File: config.mk
export PLATFORM = sky130hd
export DESIGN_NAME = req_arbiter4
export DESIGN_NICKNAME = d
export VERILOG_FILES = /design/src/rtl/req_arbiter4.sv
export SDC_FILE = /design/constraint.sdc
export NUM_CORES = 1
export LEC_CHECK = 0
export BUFFER_PORTS_ARGS = -buffer_cell sky130_fd_sc_hd__buf_4
export CAP_MARGIN = 20
export CORE_AREA = 2 2 39 41
export CTS_BUF_LIST = sky130_fd_sc_hd__clkbuf_4 sky130_fd_sc_hd__clkbuf_8
export DETAILED_ROUTE_END_ITERATION = 10
export DIE_AREA = 0 0 41 43
export MAX_ROUTING_LAYER = met4
export PLACE_DENSITY_LB_ADDON = 0.12
export SLEW_MARGIN = 20
export SYNTH_ARGS = -nofsm -noshare
export SYNTH_HDL_FRONTEND = slang
export SYNTH_SLANG_ARGS = --single-unit
File: constraint.sdc
create_clock -name clk -period 2.2 [get_ports clk]
set_input_delay 0.11 -clock clk [delete_from_list [all_inputs] [get_ports clk]]
set_output_delay 0.11 -clock clk [all_outputs]
set_load 0.02 [all_outputs]
File: src/rtl/req_arbiter4.sv
// -----------------------------------------------------------------------------
// req_arbiter4
//
// Purpose:
//   Shares one downstream resource among four clients. Requests are sampled on
//   every rising clock edge. The winner gets a registered one-hot grant, a
//   2-bit encoded index and a valid flag. The owner keeps the grant while it
//   keeps requesting, up to MAX_HOLD consecutive cycles. After that the owner
//   is forcibly released. For that one arbitration the owner is excluded, and
//   preempt pulses for one cycle.
//
//   Winner selection:
//     - Default build: fixed priority, req[3] > req[2] > req[1] > req[0].
//     - ROUND_ROBIN_EN defined: a rotating 2-bit pointer sets the search
//       order. The pointer moves to winner+1 on every new grant.
//
// Configuration macro: ROUND_ROBIN_EN (undefined = fixed priority).
//
// Parameters:
//   MAX_HOLD  maximum consecutive grant cycles per tenure (2..15).
//
// Ports:
//   clk      in   1  system clock, rising edge
//   rst      in   1  asynchronous, active-high reset
//   req      in   4  request lines, req[i] = client i wants the resource
//   gnt      out  4  one-hot grant, zero when idle
//   gnt_idx  out  2  encoded owner index, zero when idle
//   gnt_vld  out  1  high whenever gnt is non-zero
//   preempt  out  1  one-cycle pulse in the cycle after a forced release
// -----------------------------------------------------------------------------
module req_arbiter4 #(
  parameter int unsigned MAX_HOLD = 8
) (
  input  logic       clk,
  input  logic       rst,
  input  logic [3:0] req,
  output logic [3:0] gnt,
  output logic [1:0] gnt_idx,
  output logic       gnt_vld,
  output logic       preempt
);

  localparam logic [3:0] MAX_HOLD_C = 4'(MAX_HOLD);

  typedef enum logic {
    IDLE = 1'b0,
    BUSY = 1'b1
  } state_t;

  state_t     state_q, state_d;
  logic [3:0] gnt_q, gnt_d;
  logic [1:0] idx_q, idx_d;
  logic       vld_q, vld_d;
  logic       preempt_q, preempt_d;
  logic [3:0] hold_q, hold_d;

  logic       owner_req;
  logic       forced;
  logic [3:0] excl;
  logic [3:0] elig;
  logic [1:0] win_idx;
  logic       win_any;

  // Highest-index-first priority encoder.
  function automatic logic [1:0] pri_enc4(input logic [3:0] v);
    if (v[3])      return 2'd3;
    else if (v[2]) return 2'd2;
    else if (v[1]) return 2'd1;
    else           return 2'd0;
  endfunction

  assign owner_req = req[idx_q];
  // A hold count at or beyond the limit forces a release. In normal
  // operation the count never exceeds MAX_HOLD.
  assign forced    = (state_q == BUSY) && owner_req && (hold_q >= MAX_HOLD_C);

  // The exclusion bit applies only on the forced-release edge. On the next
  // edge the released owner competes normally again.
  generate
    for (genvar gi = 0; gi < 4; gi++) begin : g_excl
      assign excl[gi] = forced && (idx_q == 2'(gi));
    end
  endgenerate

  assign elig    = req & ~excl;
  assign win_any = |elig;

`ifdef ROUND_ROBIN_EN
  logic [1:0] ptr_q, ptr_d;
  logic [3:0] rot;

  // Rotate the eligible vector so that bit 0 is the pointer position.
  // Searching from bit 0 upward then gives the order ptr, ptr+1, ptr+2, ptr+3.
  generate
    for (genvar gi = 0; gi < 4; gi++) begin : g_rot
      assign rot[gi] = elig[2'(ptr_q + 2'(gi))];
    end
  endgenerate

  always_comb begin
    win_idx = ptr_q;
    if (rot[0])      win_idx = ptr_q;
    else if (rot[1]) win_idx = ptr_q + 2'd1;
    else if (rot[2]) win_idx = ptr_q + 2'd2;
    else if (rot[3]) win_idx = ptr_q + 2'd3;
  end

  always_ff @(posedge clk or posedge rst) begin
    if (rst) ptr_q <= 2'd0;
    else     ptr_q <= ptr_d;
  end
`else
  assign win_idx = pri_enc4(elig);
`endif

  always_comb begin
    state_d   = state_q;
    gnt_d     = gnt_q;
    idx_d     = idx_q;
    vld_d     = vld_q;
    hold_d    = hold_q;
    preempt_d = forced;
`ifdef ROUND_ROBIN_EN
    ptr_d     = ptr_q;
`endif

    // Arbitrate when there is no owner, when the owner has released, or when
    // the owner has reached the tenure limit.
    if ((state_q == IDLE) || !owner_req || forced) begin
      if (win_any) begin
        state_d = BUSY;
        gnt_d   = 4'b0001 << win_idx;
        idx_d   = win_idx;
        vld_d   = 1'b1;
        hold_d  = 4'd1;
`ifdef ROUND_ROBIN_EN
        ptr_d   = win_idx + 2'd1;
`endif
      end else begin
        state_d = IDLE;
        gnt_d   = 4'b0000;
        idx_d   = 2'd0;
        vld_d   = 1'b0;
        hold_d  = 4'd0;
      end
    end else begin
      hold_d = hold_q + 4'd1;
    end
  end

  always_ff @(posedge clk or posedge rst) begin
    if (rst) begin
      state_q   <= IDLE;
      gnt_q     <= 4'b0000;
      idx_q     <= 2'd0;
      vld_q     <= 1'b0;
      preempt_q <= 1'b0;
      hold_q    <= 4'd0;
    end else begin
      state_q   <= state_d;
      gnt_q     <= gnt_d;
      idx_q     <= idx_d;
      vld_q     <= vld_d;
      preempt_q <= preempt_d;
      hold_q    <= hold_d;
    end
  end

  assign gnt     = gnt_q;
  assign gnt_idx = idx_q;
  assign gnt_vld = vld_q;
  assign preempt = preempt_q;

endmodule

# ---- Word level (Yosys, flattened, before mapping)
# Cells that the tools add are included.
dict set report op_classes {
  addsub 1
  multipliers 0
  n_div 0
  n_lt_le_gt_ge 2
  n_eq_ne 3
  shifts 1
  muxes 10
  bitwise_logic 3
  n_reduce_logical 11
}
# cell count
set op_table {}
lappend op_table {{2-to-1 mux 4 bit} 2}
lappend op_table {{logical AND 1 bit} 6}
lappend op_table {{2-to-1 mux 2 bit} 3}
lappend op_table {{adder 4 x 1 -> 4 bit (second input constant)} 1}
lappend op_table {{AND 4 bit} 1}
lappend op_table {{equality test 2 bit (second input constant)} 2}
lappend op_table {{greater-or-equal comparator 4 bit (second input constant)} 1}
lappend op_table {{2-to-1 mux 1 bit} 4}
lappend op_table {{inverter 4 bit} 1}
lappend op_table {{OR reduction 4 bit} 1}
lappend op_table {{left shift 1 x 2 -> 4 bit (first input constant)} 1}
lappend op_table {{less-than comparator 2 x 3 -> 1 bit (second input constant)} 1}
lappend op_table {{binary-select mux 1 bit (select 2 bit)} 1}
lappend op_table {{equality test 2 x 1 -> 1 bit (second input constant)} 1}
lappend op_table {{zero test 2 bit} 1}
lappend op_table {{logical OR 1 bit} 2}
lappend op_table {{zero test 1 bit} 1}
lappend op_table {{inverter 1 bit} 1}
dict set report word_totals {
  regBits 12
  latch_bits 0
  ramBits 0
  mem_bits_ro 0
  out_inout_bits 8
  mem_count 0
}

# ---- Longest topological paths before layout
dict set report depth {
  ltp_word 12
  mapped_depth 5
}

# ---- Least setup slack after synthesis
# No wires, ideal clock.
dict set report synth_path {
  path_kind {register to register}
  from {reg idx_q[0] (netlist: gnt_idx[0])}
  to {reg gnt_q[1] (netlist: gnt[1])}
  setup_time_ns 0.125
  arrival_ns 1.497
  required_time_ns 2.075
  slack_ns 0.578
  path_stages_with_launch 6
  path_buffers 1
  period_less_slack_ns 1.622
  path_cell_list {dfrtp_1 > buf_6 > mux2_4 > a2bb2oi_4 > nor2_4 > mux2_4}
}
dict set report synth_between {
  elab_chain_cells 12
}
# element line_no
set synth_lines {}
lappend synth_lines {{start: declaration} 52} ;# logic [1:0] idx_q, idx_d;
lappend synth_lines {{start signal: assignment} 162} ;# idx_q <= idx_d;
lappend synth_lines {{binary-select mux 1 bit (select 2 bit)} 72} ;# assign owner_req = req[idx_q];
lappend synth_lines {{2-to-1 mux 1 bit (not written as such)} 72}
lappend synth_lines {{logical AND 1 bit (2 in series)} 75} ;# assign forced = (state_q == BUSY) && owner_req && (hold_q >= MAX_HOLD_C);
lappend synth_lines {{logical AND 1 bit} 81} ;# assign excl[gi] = forced && (idx_q == 2'(gi));
lappend synth_lines {{inverter 4 bit} 85} ;# assign elig = req & ~excl;
lappend synth_lines {{AND 4 bit} 85}
lappend synth_lines {{2-to-1 mux 1 bit} 68} ;# else if (v[1]) return 2'd1;
lappend synth_lines {{2-to-1 mux 2 bit} 67} ;# else if (v[2]) return 2'd2;
lappend synth_lines {{2-to-1 mux 2 bit} 66} ;# if (v[3]) return 2'd3;
lappend synth_lines {{left shift 1 x 2 -> 4 bit} 132} ;# gnt_d = 4'b0001 << win_idx;
lappend synth_lines {{2-to-1 mux 4 bit} 130} ;# if (win_any) begin
lappend synth_lines {{end signal: assignment} 161} ;# gnt_q <= gnt_d;
lappend synth_lines {{end: declaration} 51} ;# logic [3:0] gnt_q, gnt_d;
# Parallel ways exist; a longest one is shown, timed or not. The select of a mux whose other input is x is not followed.
# A chain may end at the register's enable or synchronous reset.

# ---- Worst setup path after layout
# Same ends and word-level chain as after synthesis.

==> impl_metrics.json <==
{
  "fillers": 126,
  "dp_hpwl_um": 967.2,
  "synth_cell_type_count": 29,
  "rsz0062_at_grt": "false",
  "grt_max_degree": 13,
  "synthToLayoutAreaGrowth_pct": 22.85,
  "antenna_found_initial": 0,
  "setup-tns-final_ps": 0,
  "fin_worst_skew_ps": 4.244,
  "worstPathRequired_ps": 2370,
  "drv_slew": 0,
  "nNetsFinal": 86,
  "ir_worst_vdd_v": 0.0004604,
  "cts.sinks": 12,
  "dr.pass1.iters": 2,
  "drt_iter0_drc": 9,
  "io_pins": 14,
  "fp.coreArea_mm2": 0.001384,
  "fin_crit_sh_pct": 78.21,
  "wl_um": 1362,
  "yosysSeqAreaShare_pct": 44.94,
  "std_cell_rows": 14,
  "maxCapViolCount": 0,
  "die_area_mm2": 0.001763,
  "clkPwrFrac_pct": 21.5,
  "cts_buffer_depth": 2,
  "hold_viol_final": 0,
  "track_usage_pct": 20.10,
  "initial_utilization_pct": 48.28,
  "pwr-share-seq_pct": 39.0,
  "postPlaceCellArea_um2": 774.5,
  "path_class": "reg -> reg",
  "postSynth.asyncResetShare_pct": 100.0,
  "cp_slowest_cell": "dfrtp_1",
  "ys_ff_latch": 12,
  "routedWlPerCell_um": 14.65,
  "synth_top_area_cell": "dfrtp_1",
  "post-cts-setup-buffers": 0,
  "ys_warn_count": 0,
  "power_density_mw_per_mm2": 1035,
  "clk_latency_ps": 280,
  "cpPeakStageDelay_ps": 570,
  "h-tree-depth": 1,
  "clk_pin_slew_worst_paths_ps": 80,
  "ant_nets": 0,
  "remaining_drc_errors": 0,
  "synth_top_area_share_pct": 44.94,
  "min_path_type": "in -> reg",
  "drive_gt1_share_pct": 35.06,
  "diodes": 0,
  "path_max_fanout": 9,
  "period_needed_ps": 1721,
  "syn-num-nets": 68,
  "synth_ff_type": "dfrtp_1",
  "pwr-share-comb_pct": 39.5,
  "synth_edf_count": 0,
  "synthTopCellsByArea": "dfrtp_1, mux2_4, a2bb2oi_4, ha_1, and3_1",
  "slew_headroom_pct": 64.61,
  "critical_path.endpoint_type": "register",
  "cts_made_buffers": 3,
  "max_freq_ghz": 0.5812,
  "place_congestion": 0.7661,
  "grt_overflow": 0,
  "tightest_slew_ps": 528.5,
  "setup_viol": 0,
  "cts-resized-gates": 0,
  "synth.cell_area_um2": 668.1,
  "die_y_um": 43,
  "start_kind": "register",
  "final_area_um2": 820.8,
  "power.internal_uw": 540.6,
  "ctsHoldBuffers": 1,
  "vias": 500,
  "io_buffers": 13,
  "viasPerCell": 5.376,
  "cts-root-buf": "clkbuf_4",
  "worstPathCellList": "mux2i_2 > a2bb2oi_4 > nor2_4 > mux2_4",
  "cp.arrival_ps": 1890,
  "grt_pass1_wl_um": 2187,
  "fp.dieW_um": 41,
  "grt_pass1_vias": 489,
  "tritoncts": "yes",
  "synthCells": 60,
  "p_sw_uw": 309.1,
  "status": "finished clean",
  "synth_area_per_cell_um2": 11.14,
  "p_sw_share_pct": 36.38,
  "leakage_uw": 0.0004002
}
==> routing by layer <==
metal,global-route usage (%),routed length (um)
met1,25.85,652
met2,26.88,624
met3,3.141,38
met4,16.00,46
met5,-,0
==> metrics by stage <==
stage	cells	util (%)	hold slack [ps]	setup slack (ps)	total power, uW
after CTS	93	59.31	76.17	507.2	850.5
after detailed placement	88	55.97	159.4	521.9	667.7
after global routing	93	59.31	100.6	404.4	891.8
after global placement	88	55.97	153.8	541.0	663.3
final	93	59.31	89.14	479.4	849.7
after floorplan	60	-	-25.30	577.7	581.7
==> synthesized netlist by cell type, types with 2 or more instances <==
cell type / n
nand3_1: 3
inv_1: 5
nor2_1: 4
nand2_1: 3
o21ai_1: 2
nor3_1: 2
and3_1: 3
and2_1: 2
ha_1: 2
dfrtp_1: 12
mux2_4: 4
==> worst max-delay path, delay by kind of cell, from the launching register on <==
kind,cells,cell delay [ps]
multiplexers,2,670
AND/OR/NAND/NOR,1,80
AO/OA/AOI/OAI,1,280
flip-flops,1,570
==> power groups by stage <==
stage               Clock [uW]  Combinational [uW]  Sequential [uW]
global placement             0                 330              334
floorplan                    0                 233              348
CTS                        183                 336              331
global route               189                 362              340
finish                     183                 335              332
detailed placement           0                 333              334
==> flip-flops by register name, indices dropped and copies added (netlist names) <==
signal,flops
gnt,4
gnt_idx,2
gnt_vld,1
hold_q,4
preempt,1
==> logic make-up (layout without fill, tap and decap cells) <==
group | after synthesis | count (layout) | synth area share (%)
multiplexers | 6 | 6 | 12.55
XOR/XNOR | 1 | 1 | 1.311
AND/OR/NAND/NOR | 21 | 21 | 17.23
adder cells (fa/ha/maj) | 2 | 2 | 3.745
AO/OA/AOI/OAI | 12 | 12 | 15.73
buffers and inverters | 6 | 23 | 4.495
flip-flops | 12 | 12 | 44.94
==> cells in the final DEF, fill, tap and decap left out, drive strengths merged, types with 3 or more instances in the layout <==
cell type / n
inv: 5
mux2: 4
nand2: 3
clkbuf: 4
buf: 13
nand3: 3
o21ai: 4
dfrtp: 12
nor2: 5
and3: 3
==> path summary, 6_finish.rpt <==
check	start	endpoint	slack (ps)	cells after the start
worst max-delay path	gnt_idx[0]$_DFFE_PP0N_	gnt[1]$_DFFE_PP0N_	480	4
worst min-delay path	req[0]	gnt_vld$_DFFE_PP0N_	90	3
worst max register to register	gnt_idx[0]$_DFFE_PP0N_	gnt[1]$_DFFE_PP0N_	480	4
worst min register to register	gnt[1]$_DFFE_PP0N_	gnt[1]$_DFFE_PP0N_	520	1
max in group asynchronous	rst	gnt[1]$_DFFE_PP0N_	1480	3
min in group asynchronous	rst	gnt_idx[1]$_DFFE_PP0N_	390	3
==> cell type report <==
type / count / area [um2] / share of cell area [%]
clock buffer: 4 / 36.28 / 4.421
inverter: 5 / 18.77 / 2.287
multi-input combinational: 42 / 337.8 / 41.16
sequential: 12 / 300.3 / 36.59
tap: 16 / 20.02 / 2.439
timing repair buffer: 14 / 107.6 / 13.11
No activity file was read; power rests on OpenSTA's default activity.
